File: src/rtl/ysyx_24100006_gpr_wb_ctrl.sv
// Write-back arbiter, one-cycle register-file write stage and busy-bit scoreboard for the RV32E GPRs.
// Optional macro GPR_WB_BYPASS_EN forwards the write-stage value to decode sources.
module ysyx_24100006_gpr_wb_ctrl #(
   parameter int unsigned ADDR_WIDTH   = 4,
   parameter int unsigned DATA_WIDTH   = 32,
   parameter int unsigned STARVE_LIMIT = 3
) (
   input  logic                  clk,
   input  logic                  rst_n,
   input  logic                  iss_valid,
   input  logic [ADDR_WIDTH-1:0] iss_rd,
   output logic                  iss_ready,
   input  logic [ADDR_WIDTH-1:0] rs1,
   input  logic [ADDR_WIDTH-1:0] rs2,
   output logic                  rs1_stall,
   output logic                  rs2_stall,
   output logic                  rs1_fwd_valid,
   output logic                  rs2_fwd_valid,
   output logic [DATA_WIDTH-1:0] rs1_fwd_data,
   output logic [DATA_WIDTH-1:0] rs2_fwd_data,
   input  logic                  exu_wb_valid,
   output logic                  exu_wb_ready,
   input  logic [ADDR_WIDTH-1:0] exu_wb_rd,
   input  logic [DATA_WIDTH-1:0] exu_wb_data,
   input  logic                  lsu_wb_valid,
   output logic                  lsu_wb_ready,
   input  logic [ADDR_WIDTH-1:0] lsu_wb_rd,
   input  logic [DATA_WIDTH-1:0] lsu_wb_data,
   output logic                  gpr_wen,
   output logic [ADDR_WIDTH-1:0] gpr_waddr,
   output logic [DATA_WIDTH-1:0] gpr_wdata,
   output logic                  sb_err
);

   localparam int unsigned NREG = 1 << ADDR_WIDTH;
   localparam logic [2:0]  LIMIT = 3'(STARVE_LIMIT);

   logic [NREG-1:0]       busy_q, busy_d;
   logic [2:0]            starve_q, starve_d;
   logic                  wb_vld_q, wb_vld_d;
   logic [ADDR_WIDTH-1:0] wb_rd_q, wb_rd_d;
   logic [DATA_WIDTH-1:0] wb_data_q, wb_data_d;
   logic                  err_q, err_d;

   logic                  exu_gnt, lsu_gnt, hs;
   logic [ADDR_WIDTH-1:0] hs_rd;
   logic [DATA_WIDTH-1:0] hs_data;
   logic                  iss_fire;
   logic                  rs1_hit, rs2_hit;

   // LSU normally wins; a starved EXU takes the port once the counter saturates.
   always_comb begin
      lsu_gnt = lsu_wb_valid && !(exu_wb_valid && (starve_q == LIMIT));
      exu_gnt = exu_wb_valid && !lsu_gnt;
      hs      = exu_gnt || lsu_gnt;
      hs_rd   = lsu_gnt ? lsu_wb_rd   : exu_wb_rd;
      hs_data = lsu_gnt ? lsu_wb_data : exu_wb_data;
   end

   assign exu_wb_ready = exu_gnt;
   assign lsu_wb_ready = lsu_gnt;

   always_comb begin
      starve_d = starve_q;
      if (!exu_wb_valid || exu_gnt) begin
         starve_d = '0;
      end else if (starve_q < LIMIT) begin
         starve_d = starve_q + 3'd1;
      end
   end

   assign iss_ready = !busy_q[iss_rd];
   assign iss_fire  = iss_valid && iss_ready && (iss_rd != '0);

   assign gpr_wen   = wb_vld_q && (wb_rd_q != '0);
   assign gpr_waddr = wb_rd_q;
   assign gpr_wdata = wb_data_q;
   assign sb_err    = err_q;

   // Clear of the retiring rd and set of a newly issued rd act on distinct
   // registers, since issue is refused while the target is still busy.
   always_comb begin
      busy_d = busy_q;
      if (gpr_wen) begin
         busy_d[wb_rd_q] = 1'b0;
      end
      if (iss_fire) begin
         busy_d[iss_rd] = 1'b1;
      end
      busy_d[0] = 1'b0;
   end

   always_comb begin
      wb_vld_d  = hs;
      wb_rd_d   = wb_rd_q;
      wb_data_d = wb_data_q;
      if (hs) begin
         wb_rd_d   = hs_rd;
         wb_data_d = hs_data;
      end
   end

   assign err_d = err_q || (hs && (hs_rd != '0) && !busy_q[hs_rd]);

   always_ff @(posedge clk or negedge rst_n) begin
      if (!rst_n) begin
         busy_q    <= '0;
         starve_q  <= '0;
         wb_vld_q  <= 1'b0;
         wb_rd_q   <= '0;
         wb_data_q <= '0;
         err_q     <= 1'b0;
      end else begin
         busy_q    <= busy_d;
         starve_q  <= starve_d;
         wb_vld_q  <= wb_vld_d;
         wb_rd_q   <= wb_rd_d;
         wb_data_q <= wb_data_d;
         err_q     <= err_d;
      end
   end

`ifdef GPR_WB_BYPASS_EN
   assign rs1_hit       = gpr_wen && (wb_rd_q == rs1);
   assign rs2_hit       = gpr_wen && (wb_rd_q == rs2);
   assign rs1_fwd_valid = rs1_hit;
   assign rs2_fwd_valid = rs2_hit;
   assign rs1_fwd_data  = rs1_hit ? wb_data_q : '0;
   assign rs2_fwd_data  = rs2_hit ? wb_data_q : '0;
`else
   assign rs1_hit       = 1'b0;
   assign rs2_hit       = 1'b0;
   assign rs1_fwd_valid = 1'b0;
   assign rs2_fwd_valid = 1'b0;
   assign rs1_fwd_data  = '0;
   assign rs2_fwd_data  = '0;
`endif

   assign rs1_stall = busy_q[rs1] && !rs1_hit;
   assign rs2_stall = busy_q[rs2] && !rs2_hit;

endmodule

File: config.mk
export PLATFORM = sky130hd
export DESIGN_NAME = ysyx_24100006_gpr_wb_ctrl
export DESIGN_NICKNAME = d
export VERILOG_FILES = /design/src/rtl/ysyx_24100006_gpr_wb_ctrl.sv
export SDC_FILE = /design/constraint.sdc
export NUM_CORES = 1
export LEC_CHECK = 0
export ABC_AREA = 1
export CAP_MARGIN = 0
export CORE_ASPECT_RATIO = 0.8
export CORE_MARGIN = 2
export CORE_UTILIZATION = 43
export DETAILED_ROUTE_END_ITERATION = 6
export GPL_TIMING_DRIVEN = 0
export PLACE_DENSITY = 0.87
export SLEW_MARGIN = 40
export SYNTH_ARGS = -nofsm -noshare
export SYNTH_HDL_FRONTEND = slang
export SYNTH_SLANG_ARGS = --single-unit
File: constraint.sdc
create_clock -name clk -period 4.4 [get_ports clk]
set_input_delay 1.1 -clock clk [delete_from_list [all_inputs] [get_ports clk]]
set_output_delay 1.1 -clock clk [all_outputs]
set_load 0.05 [all_outputs]
* After elaboration in Yosys (flattened, before gate mapping) *
Index checks and enable logic that the tools add are counted.

operators by class
  bitwise gates (word level) = 3
  reductions and logical operators = 22
  add/subtract/negate cells = 1
  muxes and demuxes = 18
  eq/ne operators = 1
  $lt $le $gt $ge = 8

operators with widths
  kind                                                        number
  two-way mux 16 bit                                          2
  two-way mux 32 bit                                          1
  less-than comparator 4 x 5 -> 1 bit, second input constant  5
  AND 16 bit                                                  1
  binary-select mux 1 bit (select 4 bit)                      4
  inverter 16 bit                                             1
  bitwise OR 16 bit                                           1
  nonzero test 4 bit                                          3
  logical AND 1 bit                                           10
  demux 1 bit (select 4 bit)                                  2
  >= comparator 4 x 1 -> 1 bit, second input constant         2
  two-way mux 1 bit                                           6
  two-way mux 3 bit                                           2
  zero test 1 bit                                             5
  two-way mux 4 bit                                           1
  adder 3 x 1 -> 3 bit, second input constant                 1
  == test 3 x 2 -> 1 bit, second input constant               1
  logical OR 1 bit                                            3
  less-than comparator 3 x 2 -> 1 bit, second input constant  1
  nonzero test 2 bit                                          1

word-level totals
  output and inout port bits = 109
  word-level logic and storage cells = 59
  register bits after elaboration = 56
  bits of input ports = 89

* Longest topological paths before layout *
  depth in word-level cells = 10
  mapped depth = 13
  mapped depth without buffers = 12

* Least setup slack after synthesis *
No wires, ideal clock.

  kind = input to output
  start point = input rs1[0]
  end point = output rs1_stall
  path slack = 0.521 ns
  buffers on the path = 1
  stages = 5
  data arrival time = 2.779 ns
  data required time = 3.300 ns
  cell sequence = clkbuf_1 -> a21oi_1 -> o21ai_0 -> a21oi_1 -> o31ai_1

on the way
  longest elaborated chain between the ends = 2

ends and longest elaborated chain
  what                                     line  source
  start: declaration                       13    input logic [ADDR_WIDTH-1:0] rs1,
  binary-select mux 1 bit (select 4 bit)   139   assign rs1_stall = busy_q[rs1] && !rs1_hit;
  two-way mux 1 bit (implied by the code)  139
  end: declaration                         15    output logic rs1_stall,

No other way between the ends. The select of a mux whose other input is x is not followed.

* Final worst setup path *
  start point = input exu_wb_valid
  end point = output exu_wb_ready

on the way
  longest elaborated chain between the ends = 5

ends and longest elaborated chain
  what                   line  source
  start: declaration     21    input logic exu_wb_valid,
  logical AND 1 bit      53    lsu_gnt = lsu_wb_valid && !(exu_wb_valid && (starve_q == LIMIT));
  zero test 1 bit        53
  logical AND 1 bit      53
  zero test 1 bit        54    exu_gnt = exu_wb_valid && !lsu_gnt;
  logical AND 1 bit (*)  54
  end: declaration       22    output logic exu_wb_ready,

Every way passes the cells marked *; elsewhere a longest branch is shown, timed or not.

==> summary.md <==
| Metric | Value |
|---|---|
| Status | `complete, no violations` |
| Top post-synthesis cells by area | `dfrtp_1 38%, nand2_1 16%, buf_4 13%` |
| Sw frac | `0.430` |
| Crit Path Category | `input port to primary output` |
| Pleak | `2.81 nW` |
| CTS tree | `yes` |
| Final critical-path share of the clock period | `0.958` |
| R2R setup slack | `2.25 ns` |
| Mapped Avg Cell Area | `7.21 µm²` |
| Post-Synthesis Cells | `514` |
| Min Tclk post-route | `4.21 ns` |
| Skew final | `0.00796 ns` |
| Die X | `108 µm` |
| Worst-path clk slew | `0.10 ns` |
| R2R Path End | `sb_err` |
| Clock sink count | `56` |
| DRC | `0` |
| Compound-Gate Fraction of Synth Area | `0.104` |
| Rel. slew slack | `0.634` |
| Synth warn | `0` |
| Tightest Pin Transition | `0.547 ns` |
| Gr usage total | `0.234` |
| RSZ-0062 raised after global routing | `no` |
| Crit. Startpoint | `exu_wb_valid` |
| Number of synthesized flops with an enable pin | `0` |
| Fmax | `237 MHz` |
| # IOs | `198` |
| # H-tree levels | `2` |
| Hpwl dp | `8.92 mm` |
| P_sw | `0.000809 W` |
| Total Neg Setup Slack | `0 ns` |
| Hold Path Class | `flop to flop` |
| # Post-CTS Setup Buffers | `0` |
| Post-Synth XOR/XNOR Area | `0` |
| Critical Path End Type | `primary output` |
| Row count | `30` |
| Hold_sp | `gpr_wdata[1]` |
| Place WS | `-0.0774 ns` |
| Pin count of the biggest net entering global routing | `30` |
| First-pass GRT wire length | `17.4 mm` |
| Clk pwr share | `0.178` |
| Nets | `809` |
| Antenna-violating nets left | `0` |
| Die area | `9380 µm²` |
| Fraction of synthesis flops using an asynchronous set or reset pin | `1.00` |
| Root Buffer | `clkbuf_8` |
| Hold Path Depth | `2` |
| Adder-cell area share of the yosys netlist | `0.00675` |
| Share of the synthesized area in the top cell type | `0.378` |
| Worst IR Drop VDD | `0.190 mV` |
| Via count | `3953` |
| Commonest non-fill, non-tap cell in the layout | `nand2_1` |
| Commonest cells after routing, fill and taps aside | `158 x nand2_1, 125 x clkdlybuf4s50_1, 67 x buf_4` |
| Synth Register Bits | `56` |
| Largest family of logic cells by synthesized area | `simple AND/OR/NAND/NOR gates` |
| End of the worst hold path | `gpr_wdata[1]` |
| First-pass DRT Iterations | `5` |
| Post-Route WL | `10.8 mm` |
| Post_cts resized | `2` |
| Mux cell area share after synthesis | `0` |
| TritonCTS Buffers | `5` |
| Synth unique cells | `30` |
| Primary FF master, synth | `dfrtp_1` |
| Sequential fraction of the synthesis area | `0.378` |
| PwrDens | `340 nW/µm²` |
| Setup crit start kind | `input port` |
| R2r startpoint | `starve_q[0]` |
| PortBufs | `131` |
| Initial antenna violation count | `0` |
| Core area | `8450 µm²` |
| Initial Util | `0.439` |
| Post-Syn Area | `3710 µm²` |
| Final Max Slew Viols | `0` |
| Area growth syn-to-layout | `49.2%` |
| Crit path max fanout | `10` |
| Post-CTS Hold Buffers | `0` |
| Share of cells above drive strength 1 | `0.129` |
| Fin. Hold Viols | `0` |
| Req. time, crit path | `3.30 ns` |
| Reg2Reg Depth | `11` |
| Combinational fraction of design power | `0.440` |
| Placer congestion estimate | `0.894` |
| Grt ovf | `0` |
| # diodes | `0` |
| Simple-gate share of the synthesized area | `0.309` |
| Clock Path Buffers | `2` |
| Violation count after the first detailed-route iteration | `204` |
| Final setup viols | `0` |
| Internal power | `0.00107 W` |
| Leading area contributor after synthesis | `dfrtp_1` |
| Chip height | `87.1 µm` |
| Arrival time at the worst endpoint | `3.11 ns` |
| Worst setup margin | `0.185 ns` |
| Drt via density | `4.76` |
| Vias in the first global route | `3854` |
| Clk Latency, worst-skew pair | `0.31 ns` |
| Seq pwr share | `0.382` |
| Max Cap Viol | `0` |
| Avg WL per Cell | `13.0 µm` |
-- cells in the mapped netlist, types with 4 or more instances --
cell and instances:
o211ai_1 4, nor3_1 5, nand2_1 158, nor2_1 18, o31ai_1 4, nand4_1 15
clkbuf_1 6, dfrtp_1 56, a21oi_1 13, buf_2 6, inv_1 41, nand3_1 59
o21ai_0 39, buf_4 66
-- power groups by stage --
stage               sequential (W)  combinational [W]  clock (W)
finish                    0.000718           0.000827   0.000335
global route              0.000728           0.000902   0.000365
CTS                       0.000711           0.000826   0.000342
detailed placement        0.000721           0.000826          0
global placement          0.000718           0.000807          0
floorplan                 0.000792           0.000457          0
-- per-stage QoR --
| stage | std cells | util | hold WS (ns) | total power [W] | area [µm²] |
|---|---|---|---|---|---|
| CTS | 831 | 0.654 | 0.494 | 0.00188 | 5530 |
| global placement | 822 | 0.640 | 0.463 | 0.00153 | 5400 |
| global route | 831 | 0.655 | 0.513 | 0.00199 | 5530 |
| floorplan | 579 | - | 0.452 | 0.00125 | 3950 |
| detailed placement | 823 | 0.642 | 0.472 | 0.00155 | 5420 |
| finish | 831 | 0.655 | 0.491 | 0.00188 | 5530 |
-- sequential cells by signal, summed over array words and instances, names as in the netlist --
register   count
gpr_wdata     32
busy_q        15
gpr_waddr      4
starve_q       3
sb_err         1
wb_vld_q       1
-- layer usage --
metal	global-route usage	vias up	part of all wire
li1	-	1954	-
met1	0.279	1785	0.39
met3	0.0688	20	0.11
met4	0.0711	0	0.021
met2	0.409	194	0.48
met5	0	-	0
-- critical path: stages --
cell             delay (ns)
clkdlybuf4s50_1        0.55
nand2_2                0.10
nand2_1                0.12
clkbuf_8               0.18
nand2_1                0.05
inv_1                  0.20
buf_2                  0.25
dlygate4sd2_1          0.55
-- how the worst max path moves through the flow --
stage / endpoint / slack [ns] / cells after the start
2_1_floorplan: rs1_stall / 0.52 / 5
3_3_place_gp: exu_wb_ready / -0.07 / 8
3_5_place_dp: iss_ready / -0.08 / 10
4_1_cts: rs1_stall / 0.009 / 7
5_1_grt: iss_ready / 0.05 / 9
6_report: exu_wb_ready / 0.19 / 8
-- cell type report --
cell class,count,area (µm²)
Buffer,81,587
Fill cell,737,2910
Multi-Input combinational cell,400,1810
Clock buffer,6,72.6
Timing Repair Buffer,132,1330
Inverter,42,158
Sequential cell,56,1400
Tap cell,112,140
Clock inverter,2,35.0
-- cells by family after synthesis --
kind of cell | count (synthesis)
AND/OR/NAND/NOR | 264
buffers and inverters | 123
AO/OA/AOI/OAI | 68
flip-flops | 56
adder cells (fa/ha/maj) | 2
other | 1
Note: power is estimated with default switching activity, not from simulation.
